$ cat config.mk
export PLATFORM = sky130hd
export DESIGN_NAME = dm_port_arbiter_flat
export DESIGN_NICKNAME = d
export VERILOG_FILES = /design/src/rtl/dm_port_arbiter_pkg.sv /design/src/rtl/dm_port_arbiter_if.sv /design/src/rtl/dm_port_arbiter_starve.sv /design/src/rtl/dm_port_arbiter.sv /design/src/flat_wrapper.sv
export SDC_FILE = /design/constraint.sdc
export NUM_CORES = 1
export LEC_CHECK = 0
export CORE_ASPECT_RATIO = 0.75
export CORE_MARGIN = 8
export CORE_UTILIZATION = 22
export CTS_CLUSTER_SIZE = 25
export DETAILED_ROUTE_END_ITERATION = 8
export PLACE_DENSITY = 0.83
export REMOVE_ABC_BUFFERS = 1
export SYNTH_ARGS = -nofsm -noshare
export SYNTH_HDL_FRONTEND = slang
export SYNTH_HIERARCHICAL = 1
export SYNTH_SLANG_ARGS = --single-unit
$ cat constraint.sdc
create_clock -name clk -period 2.7 [get_ports clk]
set_input_delay 0.81 -clock clk [delete_from_list [all_inputs] [get_ports clk]]
set_output_delay 0.81 -clock clk [all_outputs]
set_load 0.01 [all_outputs]
$ cat src/rtl/dm_port_arbiter_pkg.sv
// Shared types for the data-memory port arbiter.
// Arbiter FSM states, read-return owners and the idle write-enable value.
package dm_arb_pkg;

    typedef enum logic {
        ARB,
        DMA_LOCK
    } arb_state_e;

    typedef enum logic [1:0] {
        OWN_NONE,
        OWN_CPU,
        OWN_DMA
    } owner_e;

    localparam logic [3:0] WEB_NONE = 4'b1111;

endpackage

$ cat src/rtl/dm_port_arbiter_if.sv
// Bundle of CPU, DMA and SRAM signals around the data-memory arbiter.
// slave is the arbiter's view, master is the surrounding system's view.
interface dm_port_arbiter_if #(
    parameter int ADDR_W = 14
) ();

    logic              cpu_req;
    logic [3:0]        cpu_web;
    logic [ADDR_W-1:0] cpu_addr;
    logic [31:0]       cpu_wdata;
    logic              cpu_gnt;
    logic              cpu_stall;
    logic              cpu_rvalid;
    logic [31:0]       cpu_rdata;

    logic              dma_req;
    logic [3:0]        dma_web;
    logic [ADDR_W-1:0] dma_addr;
    logic [31:0]       dma_wdata;
    logic              dma_last;
    logic              dma_gnt;
    logic              dma_rvalid;
    logic [31:0]       dma_rdata;

    logic              dm_cs;
    logic              dm_oe;
    logic [3:0]        dm_web;
    logic [ADDR_W-1:0] dm_a;
    logic [31:0]       dm_di;
    logic [31:0]       dm_do;

    modport slave (
        input  cpu_req, cpu_web, cpu_addr, cpu_wdata,
        output cpu_gnt, cpu_stall, cpu_rvalid, cpu_rdata,
        input  dma_req, dma_web, dma_addr, dma_wdata, dma_last,
        output dma_gnt, dma_rvalid, dma_rdata,
        output dm_cs, dm_oe, dm_web, dm_a, dm_di,
        input  dm_do
    );

    modport master (
        output cpu_req, cpu_web, cpu_addr, cpu_wdata,
        input  cpu_gnt, cpu_stall, cpu_rvalid, cpu_rdata,
        output dma_req, dma_web, dma_addr, dma_wdata, dma_last,
        input  dma_gnt, dma_rvalid, dma_rdata,
        input  dm_cs, dm_oe, dm_web, dm_a, dm_di,
        output dm_do
    );

endinterface

$ cat src/rtl/dm_port_arbiter_starve.sv
// Saturating wait counter for the DMA starvation guard.
// Counts cycles the DMA waits, clears when it is served.
module dm_starve_counter #(
    parameter int LIMIT = 4
) (
    input  logic clk,
    input  logic rst,
    input  logic inc,
    input  logic clr,
    output logic sat
);

    localparam int W = $clog2(LIMIT + 1);

    logic [W-1:0] cnt;

    assign sat = (cnt == W'(LIMIT));

    // Count waiting cycles, hold at the limit, clear on service.
    always_ff @(posedge clk) begin
        if (!rst) begin
            cnt <= '0;
        end else if (clr) begin
            cnt <= '0;
        end else if (inc && !sat) begin
            cnt <= cnt + 1'b1;
        end
    end

endmodule

$ cat src/rtl/dm_port_arbiter.sv
// Data SRAM arbiter between the CPU M-stage port and the DMA port.
// CPU first, DMA starvation guard, DMA burst lock, 1-cycle read return.
module dm_port_arbiter
    import dm_arb_pkg::*;
#(
    parameter int ADDR_W       = 14,
    parameter int STARVE_LIMIT = 4,
    parameter int MAX_BURST    = 8
) (
    input  logic            clk,
    input  logic            rst,
    dm_port_arbiter_if.slave bus
);

    localparam int BW = $clog2(MAX_BURST + 1);

    arb_state_e    state;
    logic [BW-1:0] beat_cnt;
    owner_e        rd_owner;

    logic starved;
    logic cpu_win;
    logic dma_win;
    logic cpu_rd;
    logic dma_rd;
    logic cpu_rv;
    logic dma_rv;

    dm_starve_counter #(
        .LIMIT (STARVE_LIMIT)
    ) u_starve (
        .clk (clk),
        .rst (rst),
        .inc (bus.dma_req & ~dma_win),
        .clr (dma_win),
        .sat (starved)
    );

    // Pick at most one winner this cycle; nothing wins while in reset.
    always_comb begin
        cpu_win = 1'b0;
        dma_win = 1'b0;
        if (rst) begin
            if (state == DMA_LOCK) begin
                dma_win = bus.dma_req;
            end else if (bus.dma_req && starved) begin
                dma_win = 1'b1;
            end else if (bus.cpu_req) begin
                cpu_win = 1'b1;
            end else begin
                dma_win = bus.dma_req;
            end
        end
    end

    assign cpu_rd = cpu_win && (bus.cpu_web == WEB_NONE);
    assign dma_rd = dma_win && (bus.dma_web == WEB_NONE);

    assign bus.cpu_gnt   = cpu_win;
    assign bus.dma_gnt   = dma_win;
    assign bus.cpu_stall = rst & bus.cpu_req & ~cpu_win;

    // Steer the winner onto the SRAM pins; idle pins when no grant.
    always_comb begin
        bus.dm_cs  = cpu_win | dma_win;
        bus.dm_oe  = cpu_rd | dma_rd;
        bus.dm_web = WEB_NONE;
        bus.dm_a   = {ADDR_W{1'b0}};
        bus.dm_di  = 32'h0;
        if (cpu_win) begin
            bus.dm_web = bus.cpu_web;
            bus.dm_a   = bus.cpu_addr;
            bus.dm_di  = bus.cpu_wdata;
        end else if (dma_win) begin
            bus.dm_web = bus.dma_web;
            bus.dm_a   = bus.dma_addr;
            bus.dm_di  = bus.dma_wdata;
        end
    end

    assign cpu_rv         = rst && (rd_owner == OWN_CPU);
    assign dma_rv         = rst && (rd_owner == OWN_DMA);
    assign bus.cpu_rvalid = cpu_rv;
    assign bus.dma_rvalid = dma_rv;
    assign bus.cpu_rdata  = cpu_rv ? bus.dm_do : 32'h0;
    assign bus.dma_rdata  = dma_rv ? bus.dm_do : 32'h0;

    // Burst-lock FSM, beat counting and read-return owner tracking.
    always_ff @(posedge clk) begin
        if (!rst) begin
            state    <= ARB;
            beat_cnt <= '0;
            rd_owner <= OWN_NONE;
        end else begin
            rd_owner <= cpu_rd ? OWN_CPU :
                        dma_rd ? OWN_DMA : OWN_NONE;
            unique case (state)
                ARB: begin
                    if (dma_win && !bus.dma_last) begin
                        state    <= DMA_LOCK;
                        beat_cnt <= BW'(1);
                    end
                end
                DMA_LOCK: begin
                    if (!bus.dma_req) begin
                        state    <= ARB;
                        beat_cnt <= '0;
                    end else if (bus.dma_last ||
                                 beat_cnt == BW'(MAX_BURST - 1)) begin
                        state    <= ARB;
                        beat_cnt <= '0;
                    end else begin
                        beat_cnt <= beat_cnt + 1'b1;
                    end
                end
                default: begin
                    state    <= ARB;
                    beat_cnt <= '0;
                end
            endcase
        end
    end

endmodule
$ cat src/flat_wrapper.sv
// flat-port wrapper written by rule: the top's interface ports become plain ports
module dm_port_arbiter_flat import dm_arb_pkg::*;
#(
    parameter int ADDR_W       = 14,
    parameter int STARVE_LIMIT = 4,
    parameter int MAX_BURST    = 8
)
  (clk, rst, bus_cpu_req, bus_cpu_web, bus_cpu_addr, bus_cpu_wdata, bus_cpu_gnt, bus_cpu_stall, bus_cpu_rvalid, bus_cpu_rdata, bus_dma_req, bus_dma_web, bus_dma_addr, bus_dma_wdata, bus_dma_last, bus_dma_gnt, bus_dma_rvalid, bus_dma_rdata, bus_dm_cs, bus_dm_oe, bus_dm_web, bus_dm_a, bus_dm_di, bus_dm_do);
  dm_port_arbiter_if #(.ADDR_W(ADDR_W)) bus_i ();
  input  logic clk;
  input  logic rst;
  input wire logic [$bits(bus_i.cpu_req)-1:0] bus_cpu_req;
  input wire logic [$bits(bus_i.cpu_web)-1:0] bus_cpu_web;
  input wire logic [$bits(bus_i.cpu_addr)-1:0] bus_cpu_addr;
  input wire logic [$bits(bus_i.cpu_wdata)-1:0] bus_cpu_wdata;
  output wire logic [$bits(bus_i.cpu_gnt)-1:0] bus_cpu_gnt;
  output wire logic [$bits(bus_i.cpu_stall)-1:0] bus_cpu_stall;
  output wire logic [$bits(bus_i.cpu_rvalid)-1:0] bus_cpu_rvalid;
  output wire logic [$bits(bus_i.cpu_rdata)-1:0] bus_cpu_rdata;
  input wire logic [$bits(bus_i.dma_req)-1:0] bus_dma_req;
  input wire logic [$bits(bus_i.dma_web)-1:0] bus_dma_web;
  input wire logic [$bits(bus_i.dma_addr)-1:0] bus_dma_addr;
  input wire logic [$bits(bus_i.dma_wdata)-1:0] bus_dma_wdata;
  input wire logic [$bits(bus_i.dma_last)-1:0] bus_dma_last;
  output wire logic [$bits(bus_i.dma_gnt)-1:0] bus_dma_gnt;
  output wire logic [$bits(bus_i.dma_rvalid)-1:0] bus_dma_rvalid;
  output wire logic [$bits(bus_i.dma_rdata)-1:0] bus_dma_rdata;
  output wire logic [$bits(bus_i.dm_cs)-1:0] bus_dm_cs;
  output wire logic [$bits(bus_i.dm_oe)-1:0] bus_dm_oe;
  output wire logic [$bits(bus_i.dm_web)-1:0] bus_dm_web;
  output wire logic [$bits(bus_i.dm_a)-1:0] bus_dm_a;
  output wire logic [$bits(bus_i.dm_di)-1:0] bus_dm_di;
  input wire logic [$bits(bus_i.dm_do)-1:0] bus_dm_do;
  assign bus_i.cpu_req = bus_cpu_req;
  assign bus_i.cpu_web = bus_cpu_web;
  assign bus_i.cpu_addr = bus_cpu_addr;
  assign bus_i.cpu_wdata = bus_cpu_wdata;
  assign bus_cpu_gnt = bus_i.cpu_gnt;
  assign bus_cpu_stall = bus_i.cpu_stall;
  assign bus_cpu_rvalid = bus_i.cpu_rvalid;
  assign bus_cpu_rdata = bus_i.cpu_rdata;
  assign bus_i.dma_req = bus_dma_req;
  assign bus_i.dma_web = bus_dma_web;
  assign bus_i.dma_addr = bus_dma_addr;
  assign bus_i.dma_wdata = bus_dma_wdata;
  assign bus_i.dma_last = bus_dma_last;
  assign bus_dma_gnt = bus_i.dma_gnt;
  assign bus_dma_rvalid = bus_i.dma_rvalid;
  assign bus_dma_rdata = bus_i.dma_rdata;
  assign bus_dm_cs = bus_i.dm_cs;
  assign bus_dm_oe = bus_i.dm_oe;
  assign bus_dm_web = bus_i.dm_web;
  assign bus_dm_a = bus_i.dm_a;
  assign bus_dm_di = bus_i.dm_di;
  assign bus_i.dm_do = bus_dm_do;
  dm_port_arbiter #(.ADDR_W(ADDR_W), .STARVE_LIMIT(STARVE_LIMIT), .MAX_BURST(MAX_BURST)) u_core (.clk(clk), .rst(rst), .bus(bus_i));
endmodule
Word level (Yosys, flattened, before mapping)
Cells that the tools add are included.
{ "op_classes": {"bitwise": 9, "n_eq_ne": 7, "add_sub_neg": 2, "muxes": 26, "reduce_logical": 12} }
{ "ops": {"columns": ["cell", "count"], "rows": [
  ["two-way mux 32 bit", 4],
  ["two-way mux 14 bit", 2],
  ["two-way mux 4 bit", 5],
  ["two-way mux 1 bit", 12],
  ["equality test 4 bit, second input constant", 2],
  ["one-hot mux 4 bit (2 select lines)", 1],
  ["logical AND 1 bit", 7],
  ["adder 4 x 1 -> 4 bit, second input constant", 1],
  ["equality test 4 x 3 -> 1 bit, second input constant", 1],
  ["NOT 1 bit", 4],
  ["OR reduction 2 bit", 2],
  ["adder 3 x 1 -> 3 bit, second input constant", 1],
  ["bitwise AND 1 bit", 3],
  ["equality test 3 bit, second input constant", 1],
  ["equality test 2 x 1 -> 1 bit, second input constant", 1],
  ["equality test 2 bit, second input constant", 1],
  ["zero test 1 bit", 2],
  ["two-way mux 2 bit", 1],
  ["inequality test 2 x 1 -> 1 bit, second input constant", 1],
  ["OR 1 bit", 2],
  ["one-hot mux 1 bit (2 select lines)", 1],
  ["logical OR 1 bit", 1]
]} }
{ "totals": {"output_inout_bits": 121, "register_bits": 10, "in_bits": 137, "elab_cells": 61} }

Logic depth before layout (Yosys ltp)
Gate-level depths: netlist of the first run.
{ "depth": {"word_depth": 8, "ltp_mapped": 9, "depth_no_buf": 8} }

Hierarchy
Netlist of the first run, hierarchy kept.
{ "modules_own_cells": {"columns": ["module", "seq_area_each_um2", "area_each_um2", "cells_per_inst", "instances"], "rows": [
  ["dm_port_arbiter", 140.1, 1356.3, 180, 1],
  ["dm_starve_counter", 60.1, 187.7, 18, 1]
]} }

Least setup slack after synthesis of the first run
Ideal clock, no wire load.
{ "synth_timing": {"path_kind": "flip-flop to output port", "from": "register u_core.u_starve.cnt[0]", "to": "output port bus_dm_di[10]", "slack_ns": 0.140, "arrival_ns": 1.750, "path_buffers": 2, "stages_incl_launch_ff": 10, "t_required_ns": 1.890, "path_cell_list": "dfxtp_1 -> inv_1 -> ha_1 -> and2_1 -> nand2b_1 -> o211ai_2 -> inv_2 -> buf_6 -> buf_6 -> a22o_1"} }
{ "synth_via": {"elab_chain_cells": 7, "elab_cells_between_ends": 10, "cone_classes": "eq/ne: 1; mux: 8; reduce/logical: 1"} }
{ "synth_lines": {"columns": ["item", "line_no", "text"], "rows": [
  ["start, declared", "dm_port_arbiter_starve.sv:15", "logic [W-1:0] cnt;"],
  ["start signal, assigned", "dm_port_arbiter_starve.sv:26", "cnt <= cnt + 1'b1;"],
  ["equality test 3 bit (*)", "dm_port_arbiter_starve.sv:17", "assign sat = (cnt == W'(LIMIT));"],
  ["via u_core.starved", "dm_port_arbiter.sv:21", "logic starved;"],
  ["logical AND 1 bit (*)", "dm_port_arbiter.sv:46", "end else if (bus.dma_req && starved) begin"],
  ["two-way mux 1 bit", "dm_port_arbiter.sv:46", null],
  ["two-way mux 1 bit", "dm_port_arbiter.sv:44", "if (state == DMA_LOCK) begin"],
  ["two-way mux 1 bit", "dm_port_arbiter.sv:43", "if (rst) begin"],
  ["two-way mux 32 bit", "dm_port_arbiter.sv:74", "end else if (dma_win) begin"],
  ["two-way mux 32 bit (*)", "dm_port_arbiter.sv:70", "if (cpu_win) begin"],
  ["end, declared", "flat_wrapper.sv:32", "output wire logic [$bits(bus_i.dm_di)-1:0] bus_dm_di;"]
]} }
The timed path passes the listed nets; every way through them passes the cells marked *.

Worst setup path in the final report of the first run
{ "layout_timing": {"from": "register u_core.u_starve.cnt[1]", "to": "output port bus_dm_a[4]"} }
{ "layout_via": {"elab_chain_cells": 7, "elab_cells_between_ends": 10, "cone_classes": "eq/ne: 1; mux: 8; reduce/logical: 1"} }
{ "layout_lines": {"columns": ["item", "line_no", "text"], "rows": [
  ["equality test 3 bit (*)", "dm_port_arbiter_starve.sv:17", null],
  ["via u_core.starved", "dm_port_arbiter.sv:21", null],
  ["logical AND 1 bit (*)", "dm_port_arbiter.sv:46", null],
  ["two-way mux 1 bit", "dm_port_arbiter.sv:46", null],
  ["two-way mux 1 bit", "dm_port_arbiter.sv:44", null],
  ["two-way mux 1 bit", "dm_port_arbiter.sv:43", null],
  ["two-way mux 14 bit", "dm_port_arbiter.sv:74", null],
  ["two-way mux 14 bit (*)", "dm_port_arbiter.sv:70", null],
  ["end, declared", "flat_wrapper.sv:31", "output wire logic [$bits(bus_i.dm_a)-1:0] bus_dm_a;"]
]} }
Marked as above.

==> impl_results.md, run 1 <==
* Worst-path fanout max at 8
* Filler cells at 582
* Antenna diode count at 0
* Layout cell share with drive strength beyond 1 at 32.6%
* Worst slew margin at 77.6%
* Gr usage total at 21.0%
* Post-Syn Area at 1540 µm²
* RSZ-0062 raised after global routing: yes
* Fin Clk Skew at 0.00522 ns
* Max VDD drop at 113 µV
* Worst hold start: u_core/beat_cnt[2]
* Clock Pin Slew Worst Setup and Hold Paths at 0.05 ns
* Area leader, netlist: and2_1
* Site row count at 26
* # setup viols final at 42
* Vias in the first global route at 2,837
* Number of vias per cell at 4.73
* TritonCTS clock tree: yes
* Fin. max-slew vios at 0
* Ys Warns at 6
* Layout area overhead at 191%
* Drt total wl at 11,500 µm
* Root buffer cell: clkbuf_8
* Clock sink count at 10
* Post-DRT Antenna Nets at 0
* Total gr overflow at 0
* CP startpoint kind: flop
* Sequential Area at 203 µm²
* Average wire per standard cell at 20.2 µm
* Hold Crit Class: reg -> reg
* Endpoint of the worst hold path: u_core/beat_cnt[2]
* Global-route wire length before repair at 16,400 µm
* Violated checks: negative setup slack
* Slew @ Worst Pin at 0.336 ns
* Final Hold Viols at 0
* Critical R2R Capture: u_core/u_starve/cnt[1]
* I/O pins at 258
* Yosys cell types at 36
* R2R Setup Slk at 0.54 ns
* Worst Path Required at 1.89 ns
* CTS max path bufs at 2
* Nets at 626
* Hold-fix buffers at CTS at 0
* Synth area leaders: and2_1 28%, a22o_1 26%, dfxtp_1 13%
* Total CTS buffers at 3
* Max-cap violations at 0
* Crit end category: primary output
* Pin count of the biggest net entering global routing at 18
* PwrDens at 184 nW/µm²
* Final Non-Filler Cells at 568
* Clk_lat worst skew at 0.24 ns
* DP Worst Slack at -0.810 ns
* Pwr Total at 825 µW
* WP data arrival at 1.95 ns
* Peak Freq at 0.363 GHz
* Post-Synthesis Cells at 198
* Yosys reg bits at 10
* Top cell type's share of synthesized area at 28.0%
* Clock period minus worst slack at 2.76 ns
* Sequential share of the synthesized area at 13.0%
* Reg2reg start: u_core/u_starve/cnt[1]
* Initial antenna violation count at 0
* Number of remaining DRC errors at 0
* Dpl cells at 543
* Synth Area per Inst at 7.80 µm²
* Worst hold path depth at 1
* P_leak at 0.00206 µW
* Final Core Density at 66.1%
* Post-route setup slack at -0.0573 ns
* Final Cell Area at 4500 µm²
* Multi-input logic area at 1260 µm²
* Post-DP Area at 4320 µm²
* Die ar. at 9980 µm²
* Die width at 113 µm
* Initial DRT Pass Iterations at 4
* DR iter-0 viols at 102
* CORE AREA at 6800 µm²
* Final critical-path share of the clock period at 102%
* Detail Placement HPWL at 9320 µm
* Number of port buffers at 257
* Via Count at 2,687
* Initial Util at 22.7%
* H-tree levels at 1
* Reg2Reg Depth at 11
* Critical Setup Path Class: reg -> out
* Status: complete, but fails checks
* Final GP Congestion at 0.882
* Chip height at 88.6 µm
-- sequential cells by signal, indices dropped and copies added, names as in the netlist --
signal               cells
u_core/rd_owner          2
u_core/u_starve/cnt      3
u_core/state             1
u_core/beat_cnt          4
-- where the power goes --
group / switching (µW) / leakage [µW] / internal (µW)
Sequential: 4.47 / 0.0000819 / 153
Clock: 57.9 / 0.0000216 / 97.6
Combinational: 175 / 0.00196 / 338
Total: 237 / 0.00206 / 588
-- worst max-delay path: stages, from the launching register on --
cell and delay, ns:
dfxtp_2 0.34, inv_2 0.05, ha_4 0.15, and2_4 0.13, nand2b_4 0.15, o211ai_4 0.21, inv_4 0.08, buf_6 0.14
buf_16 0.13, a22o_1 0.19, buf_6 0.13
-- metal layers --
layer / part of all wire (%) / up-vias / track usage (%)
met3: 11 / 16 / 9.20
li1: - / 1304 / -
met4: 1.8 / 0 / 5.61
met1: 35 / 1213 / 20.8
met5: 0 / - / 0
met2: 52 / 154 / 39.8
-- cells in the final DEF (no fill, tap or decap), drive strengths merged, types with 2 or more instances in the layout --
master | synthesis | final
dlygate4sd2 | 0 | 4
clkbuf | 6 | 16
clkdlybuf4s50 | 0 | 133
nand2 | 6 | 6
o21ai | 3 | 3
clkdlybuf4s15 | 0 | 38
buf | 10 | 111
a21oi | 4 | 4
ha | 3 | 3
nand4 | 2 | 2
nand3b | 4 | 4
nor2 | 7 | 7
o22a | 4 | 4
mux2i | 2 | 2
inv | 3 | 3
a21boi | 2 | 2
and2 | 69 | 69
nor2b | 2 | 2
a22o | 46 | 46
dfxtp | 10 | 10
-- Yosys cell counts (all sizes together) --
cell type and count:
a211o 1, a21boi 2, a21oi 4, a22o 46, a22oi 1, and2 69
and3 1, and3b 1, and4b 1, buf 10, clkbuf 6, clkinv 1
dfxtp 10, ha 3, inv 3, mux2i 2, nand2 6, nand2b 1
nand3 1, nand3b 4, nand4 2, nor2 7, nor2b 2, nor4b 1
o211ai 1, o21ai 3, o21ba 1, o21bai 1, o22a 4, o22ai 1
or2 1, or3b 1
-- repair_timing --
action | CTS | global route
pin swaps | 7 | 14
endpoints found under the setup margin | 121 | 99
setup buffers | 11 | 6
cloned | 6 | 1
gates resized for setup | 408 | 63
-- layout make-up --
cell class | count | share of cell area, %
Inverter | 4 | 0.668
Timing Repair Buffer | 299 | 63.5
Sequential cell | 10 | 4.51
Tap cell | 84 | 2.34
Clock buffer | 3 | 0.918
Multi-Input combinational cell | 168 | 28.0
-- stage by stage --
| step | hold WS (ns) | TNS [ns] |
|---|---|---|
| after floorplan | 0.443 | -0.230 |
| after global placement | 0.458 | -84.88 |
| after detailed placement | 0.468 | -87.70 |
| after CTS | 0.478 | -1.88 |
| after global routing | 0.526 | -4.96 |
| final | 0.480 | -1.38 |
-- cells by family after synthesis --
| family | count (synthesis) | share of synthesized area [%] |
|---|---|---|
| AOI/OAI and AO/OA | 65 | 35.6 |
| DFF | 10 | 13.0 |
| buffers and inverters | 20 | 8.59 |
| and+or+nand+nor | 98 | 39.1 |
| adders and majority gates | 3 | 2.43 |
| muxes | 2 | 1.30 |
-- worst max-delay path by stage --
stage	start	end	slack [ns]	cells after the start
2_1_floorplan	rst	bus_cpu_rdata[0]	-0.007	3
3_3_place_gp	bus_cpu_req	bus_dm_a[4]	-0.77	7
3_5_place_dp	bus_cpu_req	bus_dm_di[23]	-0.81	7
4_1_cts	u_core/u_starve/cnt[1]	bus_dm_di[25]	-0.08	10
5_1_grt	u_core/u_starve/cnt[1]	bus_dm_a[4]	-0.14	10
6_report	u_core/u_starve/cnt[1]	bus_dm_a[4]	-0.06	10
No activity file was read; power rests on OpenSTA's default activity.
==> inputs of run 2 (changes only) <==
TNS_END_PERCENT = 100   (was not set)
==> results of run 2 <==
Final layout, timing and power as in run 1 (identical DEF).
==> RTL edit: new RTL, config.mk and constraints of run 1 <==
`MAX_BURST` is set to 8 in 2 places; all go to 4.
--- a/src/rtl/dm_port_arbiter.sv
+++ b/src/rtl/dm_port_arbiter.sv
@@ -5,7 +5,7 @@
 #(
     parameter int ADDR_W       = 14,
     parameter int STARVE_LIMIT = 4,
-    parameter int MAX_BURST    = 8
+    parameter int MAX_BURST    = 4
 ) (
     input  logic            clk,
     input  logic            rst,
--- a/src/flat_wrapper.sv
+++ b/src/flat_wrapper.sv
@@ -3,7 +3,7 @@
 #(
     parameter int ADDR_W       = 14,
     parameter int STARVE_LIMIT = 4,
-    parameter int MAX_BURST    = 8
+    parameter int MAX_BURST    = 4
 )
   (clk, rst, bus_cpu_req, bus_cpu_web, bus_cpu_addr, bus_cpu_wdata, bus_cpu_gnt, bus_cpu_stall, bus_cpu_rvalid, bus_cpu_rdata, bus_dma_req, bus_dma_web, bus_dma_addr, bus_dma_wdata, bus_dma_last, bus_dma_gnt, bus_dma_rvalid, bus_dma_rdata, bus_dm_cs, bus_dm_oe, bus_dm_web, bus_dm_a, bus_dm_di, bus_dm_do);
   dm_port_arbiter_if #(.ADDR_W(ADDR_W)) bus_i ();
Behaviour: not the same (a bounded check fails within 10 cycles, from zero or initial values and one cycle with rst low).
==> RTL edit against run 1 <==
The flow still finishes with violations (negative setup slack). Total power is 0.31% lower. Sequential cell count is 1 lower. Routed wire length up 7.4%. Maximum frequency rose by 0.50%. Setup slack better by 14 ps. Count of clock-buffer cells in the layout up 1. Synthesized area decreased by 1.7%. Design area shrank 2.4%.
==> RTL edit: results (changes against run 1) <==
* Dpl cells at 534 (-1.7%)
* Cell-internal power at 0.579 mW (-1.6%)
* Global Route Usage Sum at 0.225 (+0.0144)
* PostCTS Resize Cnt at 436 (+6.9%)
* Vias per cell at 4.73 (about the same)
* Leak pwr at 2.12 nW (+2.8%)
* Most frequent cells after synthesis: and2_1 (66), a22o_1 (48), dfxtp_1 (9)
* Largest net degree at the start of global routing at 25 (+7)
* M1 GR Usage at 0.254 (+0.0454)
* 1st-iter DRT viols at 115 (+13%)
* Met3 usage at 0.0661 (-0.0259)
* Flop-to-flop setup slack at 640 ps (+100 ps)
* Cell family with most CP delay: simple AND/OR/NAND/NOR gates
* Status: complete, but fails checks
* Met2 Wirelength at 6.37 mm (+6.5%)
* Top flop regs: u_core/beat_cnt: 3 flops, u_core/u_starve/cnt: 3 flops, u_core/rd_owner: 2 flops
* DR WL/cell at 21.9 um (+8.7%)
* Pwr dens at 187 nW/um2 (+2.1%)
* Slew @ Worst Pin at 330 ps (-6.47 ps)
* Setup ws final at -43.6 ps (+13.7 ps)
* Setup violators final at 45 (+7.1%)
* Post-Route Setup TNS at -659 ps (+716 ps)
* Hold slack at 472 ps (-7.40 ps)
* Met2 usage at 0.419 (+0.0212)
* Post-synthesis sequential area ratio at 0.119 (-0.0109)
* Dpl hpwl at 9.37 mm (+0.49%)
* Synth Area per Inst at 7.82 um2 (+0.32%)
* Gate power share at 0.638 (+0.017)
* Worst-case clock skew at 2.12 ps (-3.09 ps)
* Cell Area, Placed at 4220 um2 (-2.2%)
* R2r endpoint: u_core/u_starve/cnt[0]
* Nets at 619 (-1.1%)
* CP max FO at 6 (-2)
* Failing checks: negative setup slack
* Worst endpoint data arrival time at 1930 ps (-20 ps)
* Non-Filler Instances at 561 (-1.2%)
* Met3 wire length at 1.04 mm (-17%)
* Vias in the first global route at 2825 (-0.42%)
* Largest cells by area after synthesis: a22o_1 (28%), and2_1 (27%), dfxtp_1 (12%)
* Setup crit end: bus_dm_di[12]
* Die Width at 112 um (-0.74%)
==> RTL edit: cell count changes after synthesis, moves of 2 or more <==
cell and delta:
buf_4 +4, buf_8 +3, a22o_1 +2, and2_1 -3, inv_1 +4, o21ai_0 -2
buf_6 -5, nor2_1 -4
==> RTL edit: logic make-up (layout without fill, tap and decap cells) <==
| kind of cell | Yosys count | after routing | share of synthesized area |
|---|---|---|---|
| mux | 2 | 2 | 0.0132 |
| fa+ha+maj | 4 | 4 | 0.0330 |
| buf+inv | 25 | 308 | 0.107 |
| compound gates | 58 | 58 | 0.322 |
| simple gates | 96 | 96 | 0.406 |
| flops | 9 | 9 | 0.119 |
==> RTL edit: final cells by class <==
| type | count | area (um2) |
|---|---|---|
| tap | 84 | 105 |
| fill | 600 | 2340 |
| multi-input combinational | 160 | 1260 |
| clock buffer | 4 | 45.0 |
| timing repair inverter | 5 | 80.1 |
| sequential | 9 | 183 |
| inverter | 8 | 58.8 |
| timing repair buffer | 291 | 2660 |
